--- src/rtl/led_ctrl_pkg.sv ---
// Shared encodings for the LED blink controller: display modes, register
// addresses and the divider width.
package led_ctrl_pkg;

  localparam int DIV_W = 8;

  typedef enum logic [1:0] {
    MODE_INDEP = 2'd0,
    MODE_CHASE = 2'd1,
    MODE_SYNC  = 2'd2,
    MODE_OFF   = 2'd3
  } mode_e;

  localparam logic [2:0] ADDR_DIV1 = 3'd0;
  localparam logic [2:0] ADDR_DIV2 = 3'd1;
  localparam logic [2:0] ADDR_DIV3 = 3'd2;
  localparam logic [2:0] ADDR_DIV4 = 3'd3;
  localparam logic [2:0] ADDR_MODE = 3'd4;

  function automatic logic [3:0] chase_onehot(input logic [1:0] idx);
    return 4'b0001 << idx;
  endfunction

endpackage

--- src/rtl/led_blink_ctrl_tick_gen.sv ---
// Base tick prescaler: counts 0..CLK_HZ/TICK_HZ-1 and strobes o_Tick on the
// terminal count. i_Clear realigns the tick phase to a display restart.
module tick_gen #(
  parameter int CLK_HZ  = 25000000,
  parameter int TICK_HZ = 100
) (
  input  logic i_Clk,
  input  logic i_Reset,
  input  logic i_Clear,
  output logic o_Tick
);

  localparam int TERM_I = CLK_HZ / TICK_HZ - 1;
  localparam int CW     = (TERM_I < 2) ? 1 : $clog2(TERM_I + 1);
  localparam logic [CW-1:0] TERM = CW'(TERM_I);

  logic [CW-1:0] count_q;

  always_ff @(posedge i_Clk) begin
    if (i_Reset || i_Clear) begin
      count_q <= '0;
    end else if (count_q == TERM) begin
      count_q <= '0;
    end else begin
      count_q <= count_q + CW'(1);
    end
  end

  assign o_Tick = (count_q == TERM);

endmodule

--- src/rtl/led_blink_ctrl.sv ---
// Four-LED sequencer: config register file behind a valid/ready write port,
// mode state machine, and per-mode LED/counter update driven by a shared tick.
module led_blink_ctrl
  import led_ctrl_pkg::*;
#(
  parameter int CLK_HZ   = 25000000,
  parameter int TICK_HZ  = 100,
  parameter int DIV1_RST = 5,
  parameter int DIV2_RST = 10,
  parameter int DIV3_RST = 25,
  parameter int DIV4_RST = 50
) (
  input  logic       i_Clk,
  input  logic       i_Reset,
  input  logic       i_Cfg_Valid,
  output logic       o_Cfg_Ready,
  input  logic [2:0] i_Cfg_Addr,
  input  logic [7:0] i_Cfg_Data,
  input  logic       i_Mode_Next,
  output logic [1:0] o_Mode,
  output logic       o_LED_1,
  output logic       o_LED_2,
  output logic       o_LED_3,
  output logic       o_LED_4
);

  logic [3:0][DIV_W-1:0] div_q;
  logic [3:0][DIV_W-1:0] cnt_q, cnt_d;
  logic [1:0]            idx_q, idx_d;
  logic [3:0]            led_q, led_d;
  mode_e                 mode_q, mode_d;
  logic                  ready_q;
  logic                  accept, wr_div, wr_mode, restart, tick;

  // Handshake: a write transfers on a clock edge where i_Cfg_Valid and
  // o_Cfg_Ready are both high; the register takes the data on that edge and
  // ready drops for exactly the following cycle.
  assign accept  = i_Cfg_Valid && ready_q;
  assign wr_div  = accept && (i_Cfg_Addr <= ADDR_DIV4);
  assign wr_mode = accept && (i_Cfg_Addr == ADDR_MODE);
  assign restart = wr_div || wr_mode || i_Mode_Next;

  tick_gen #(
    .CLK_HZ (CLK_HZ),
    .TICK_HZ(TICK_HZ)
  ) u_tick_gen (
    .i_Clk  (i_Clk),
    .i_Reset(i_Reset),
    .i_Clear(restart),
    .o_Tick (tick)
  );

  always_ff @(posedge i_Clk) begin
    if (i_Reset) begin
      ready_q <= 1'b1;
      div_q   <= {DIV_W'(DIV4_RST), DIV_W'(DIV3_RST), DIV_W'(DIV2_RST), DIV_W'(DIV1_RST)};
    end else begin
      ready_q <= ~accept;
      if (wr_div) begin
        div_q[i_Cfg_Addr[1:0]] <= i_Cfg_Data;
      end
    end
  end

  // A written mode beats a coincident advance pulse.
  always_comb begin
    mode_d = mode_q;
    if (wr_mode) begin
      mode_d = mode_e'(i_Cfg_Data[1:0]);
    end else if (i_Mode_Next) begin
      mode_d = mode_e'(mode_q + 2'd1);
    end
  end

  always_comb begin
    cnt_d = cnt_q;
    idx_d = idx_q;
    led_d = led_q;
    if (restart) begin
      cnt_d = '0;
      idx_d = 2'd0;
      led_d = (mode_d == MODE_CHASE) ? 4'b0001 : 4'b0000;
    end else if (tick) begin
      case (mode_q)
        MODE_INDEP: begin
          for (int i = 0; i < 4; i++) begin
            if (div_q[i] == '0) begin
              led_d[i] = 1'b0;
              cnt_d[i] = '0;
            end else if (cnt_q[i] == div_q[i] - DIV_W'(1)) begin
              led_d[i] = ~led_q[i];
              cnt_d[i] = '0;
            end else begin
              cnt_d[i] = cnt_q[i] + DIV_W'(1);
            end
          end
        end
        MODE_CHASE: begin
          if (div_q[0] != '0) begin
            if (cnt_q[0] == div_q[0] - DIV_W'(1)) begin
              cnt_d[0] = '0;
              idx_d    = idx_q + 2'd1;
              led_d    = chase_onehot(idx_q + 2'd1);
            end else begin
              cnt_d[0] = cnt_q[0] + DIV_W'(1);
            end
          end
        end
        MODE_SYNC: begin
          if (div_q[0] == '0) begin
            led_d = 4'b0000;
          end else if (cnt_q[0] == div_q[0] - DIV_W'(1)) begin
            cnt_d[0] = '0;
            led_d    = {4{~led_q[0]}};
          end else begin
            cnt_d[0] = cnt_q[0] + DIV_W'(1);
          end
        end
        default: led_d = 4'b0000;
      endcase
    end
  end

  always_ff @(posedge i_Clk) begin
    if (i_Reset) begin
      mode_q <= MODE_INDEP;
      cnt_q  <= '0;
      idx_q  <= 2'd0;
      led_q  <= 4'b0000;
    end else begin
      mode_q <= mode_d;
      cnt_q  <= cnt_d;
      idx_q  <= idx_d;
      led_q  <= led_d;
    end
  end

  assign o_Cfg_Ready = ready_q;
  assign o_Mode      = mode_q;
  assign o_LED_1     = led_q[0];
  assign o_LED_2     = led_q[1];
  assign o_LED_3     = led_q[2];
  assign o_LED_4     = led_q[3];

endmodule

--- config.mk ---
export PLATFORM = sky130hd
export DESIGN_NAME = led_blink_ctrl
export DESIGN_NICKNAME = d
export VERILOG_FILES = /design/src/rtl/led_ctrl_pkg.sv /design/src/rtl/led_blink_ctrl_tick_gen.sv /design/src/rtl/led_blink_ctrl.sv
export SDC_FILE = /design/constraint.sdc
export NUM_CORES = 1
export LEC_CHECK = 0
export ABC_AREA = 1
export BUFFER_PORTS_ARGS = -buffer_cell sky130_fd_sc_hd__buf_4
export CORE_MARGIN = 4
export CORE_UTILIZATION = 25
export CTS_CLUSTER_DIAMETER = 40
export CTS_CLUSTER_SIZE = 30
export DETAILED_ROUTE_END_ITERATION = 10
export PLACE_DENSITY_LB_ADDON = 0.08
export SLEW_MARGIN = 20
export SYNTH_ARGS = -nofsm -noshare
export SYNTH_HDL_FRONTEND = slang
export SYNTH_HIERARCHICAL = 1
export SYNTH_SLANG_ARGS = --single-unit
--- constraint.sdc ---
create_clock -name i_Clk -period 2.8 [get_ports i_Clk]
set_clock_uncertainty 0.1 [all_clocks]
set_input_delay 0.14 -clock i_Clk [delete_from_list [all_inputs] [get_ports i_Clk]]
set_output_delay 0.14 -clock i_Clk [all_outputs]
set_load 0.05 [all_outputs]
==> results.toml <==
[outcome]
outcome = "complete, no violations"

[timing]
setup_violations = 0
finalSetupTns_ns = 0
fmax_mhz = 423.0
hold_viol_final = 0
slew_viol_final = 0
slew_headroom_pct = 61.71
rsz0062_at_grt = "no"
tightestPinTransition_ns = 0.5735
finalCritPeriodShare_pct = 84.43
timing.final.crit_period_ns = 2.364

[grt]
antenna_found_initial = 0
track_usage_pct = 12.74
globalRouteOverflowTotal = 0
grtUsageMet1_pct = 16.60
grt_pass1_wl_mm = 26.25
grt_pass1_vias = 5071
grt_max_degree = 38
met2_usage_pct = 21.62
top_usage_layer = "met2"
gr-usage-met3_pct = 2.981

[power]
p_leak_uw = 0.002746
peakVddDrop_v = 0.0002649
finalPower_uw = 3006
p_per_area_nw_per_um2 = 458.9

[setup_path]
worstPathRequired_ns = 2.94
criticalPathCategory = "flop to flop"
worstSetupStartpointType = "flop"
end_kind = "flop"
critPathArrivalTime_ns = 2.51
cp_max_fo = 9
critPathMaxStageDelay_ns = 0.37
path_cells = "ha_1, nand3_2, nor2_1, nand3_2, inv_1, nand2_1, buf_4, nor3_1, a21oi_1, o21ai_0, nor2_1"
crit_slowest_cell = "dfxtp_1"

[yosys]
synthXorXnorAreaFrac_pct = 6.159
seq_area_frac_synth_pct = 32.03
yosysTopAreaCell = "dfxtp_1"
yosysWarningCount = 6
syn-num-nets = 922
synthesis.area_um2 = 5688
syn_inst = 889
synth_top_family_by_area = "simple AND/OR/NAND/NOR gates"
synth_area_leaders = "dfxtp_1, nand2_1, nor2_1"
synthAdderAreaFrac_pct = 3.960
syn_area_per_cell_um2 = 6.398
synth.area.mux_share_pct = 0
synthSimpleGateAreaFrac_pct = 38.45
synth_cell_types = 36
synth_compound_area_share_pct = 10.03
synth-seq-cells = 91
synth_top_area_share_pct = 32.03

[drt]
wl_mm = 15.67
drtAntennaViolNets = 0
drcViolationCount = 0
detail_route.iter0.violations = 194
drtPass1Iterations = 4
vias = 5212
wire_per_inst_um = 12.99
vias_per_cell = 4.322

[floorplanning]
dieArea_um2 = 25230
die_h_um = 158.8
rows = 54
die_x_um = 158.8
initial_core_util_pct = 25.74
core_um2 = 22090
ios = 22

[place]
io_buffers = 21
place_area_um2 = 6158
post-dp-hpwl_mm = 12.03
place.gp.congestion = 0.7700

[cells_and_area]
final_layout_size_suffix_gt1_share_pct = 9.395
fillers = 2476
layout.nets = 954
diodes = 0
area_delta_synth_final_pct = 15.16
final_cell_area_um2 = 6550

[clocking]
root_buffer = "clkbuf_16"
clock_sinks = 91
numCtsBuffers = 9
path_clk_slew_ns = 0.07
cts_tree = "built"
cts_max_path_buffers = 2
clock_latency_ns = 0.36
htree_levels = 3
cts_setup_buffers = 0

[run]
cap_violations = 0

[min_path]
hold_class = "input port to flop"
## worst paths after layout
check                              from                    end  slack, ns  depth (start not counted)
setup / recovery  u_tick_gen/count_q[0]              cnt_q[21]       0.44                         11
hold / removal            i_Cfg_Data[6]              div_q[22]       0.04                          3
setup reg to reg  u_tick_gen/count_q[0]              cnt_q[21]       0.44                         11
hold reg to reg   u_tick_gen/count_q[0]  u_tick_gen/count_q[0]       0.37                          1
## flip-flops by register name (all words and copies together), names as in the netlist
register	count
u_tick_gen/count_q	18
led_q	4
cnt_q	32
idx_q	2
o_Cfg_Ready	1
div_q	32
o_Mode	2
## timing repair
item                                   4_1_cts  5_1_grt
hold buffers                                 9        0
endpoints found under the hold margin       14        0
gates resized for setup                      0        0
## Yosys cell counts
| cell type | instances |
|---|---|
| a21o_1 | 1 |
| a21oi_1 | 49 |
| a21oi_2 | 2 |
| and2_1 | 3 |
| buf_2 | 3 |
| buf_6 | 2 |
| clkbuf_1 | 8 |
| clkinv_1 | 2 |
| dfxtp_1 | 91 |
| ha_1 | 18 |
| inv_1 | 110 |
| inv_2 | 12 |
| nand2_1 | 240 |
| nand2_2 | 5 |
| nand2_4 | 1 |
| nand3_1 | 65 |
| nand3_2 | 8 |
| nand3b_1 | 2 |
| nand4_1 | 15 |
| nor2_1 | 125 |
| nor2_2 | 7 |
| nor2_4 | 2 |
| nor3_1 | 16 |
| nor3_2 | 3 |
| nor3_4 | 2 |
| nor3b_1 | 1 |
| o211ai_1 | 11 |
| o21a_1 | 1 |
| o21ai_0 | 32 |
| o21ai_1 | 3 |
| o21bai_1 | 2 |
| o22ai_1 | 2 |
| o31ai_1 | 1 |
| or2_2 | 4 |
| xnor2_1 | 11 |
| xor2_1 | 29 |
## report_power, final
group | internal (uW) | switching, uW
Combinational | 128 | 244
Clock | 701 | 579
Sequential | 1320 | 31.6
Total | 2150 | 855
## layer usage
| layer | wire length [um] | vias up |
|---|---|---|
| met5 | 0 | - |
| met4 | 107 | 0 |
| met3 | 293 | 9 |
| met2 | 7310 | 24 |
| met1 | 7955 | 2300 |
| li1 | - | 2879 |
## cell type report
class                      instances  area, um^2  area share (%)
clock inverter                     7       76.32           1.165
timing repair buffer              34       277.8           4.241
multi-input combinational        661        3333           50.89
clock buffer                       9       225.2           3.438
sequential                        91        1822           27.81
inverter                         124       465.4           7.106
tap                              280       350.3           5.349
## placed cells by master (no fill, tap or decap), types with 11 or more instances in the layout
| cell type | netlist | final |
|---|---|---|
| nor3_1 | 16 | 16 |
| inv_1 | 110 | 110 |
| o211ai_1 | 11 | 11 |
| xor2_1 | 29 | 29 |
| nor2_1 | 125 | 125 |
| dfxtp_1 | 91 | 91 |
| a21oi_1 | 49 | 49 |
| buf_4 | 0 | 25 |
| inv_2 | 12 | 12 |
| nand2_1 | 240 | 240 |
| ha_1 | 18 | 18 |
| o21ai_0 | 32 | 32 |
| xnor2_1 | 11 | 11 |
| nand3_1 | 65 | 65 |
| nand4_1 | 15 | 15 |
## worst max-delay path, delay by kind of cell (launching register included)
family	cells	cell delay, ns
AND/OR/NAND/NOR	6	0.92
buffers and inverters	2	0.42
flip-flops	1	0.37
adder cells (fa/ha/maj)	1	0.24
AO/OA/AOI/OAI	2	0.19
## logic make-up (layout without fill, tap and decap cells)
group                      after synthesis  count (layout)
adders and majority gates               18              18
buffers and inverters                  137             174
xor gates and xnor gates                40              40
AOI/OAI and AO/OA                      104             104
DFF                                     91              91
and+or+nand+nor                        499             499
## stage by stage
step                utilization [%]  hold WS, ns  setup WS, ns  instances
floorplan                         -       0.1116        0.6745        889
global placement              27.87       0.2931        0.5260       1181
detailed placement            27.87       0.2912        0.4161       1181
CTS                           29.65      0.03099        0.3998       1206
global route                  29.65      0.04961        0.1529       1206
finish                        29.65      0.03913        0.4359       1206
Note: power is estimated with default switching activity, not from simulation.
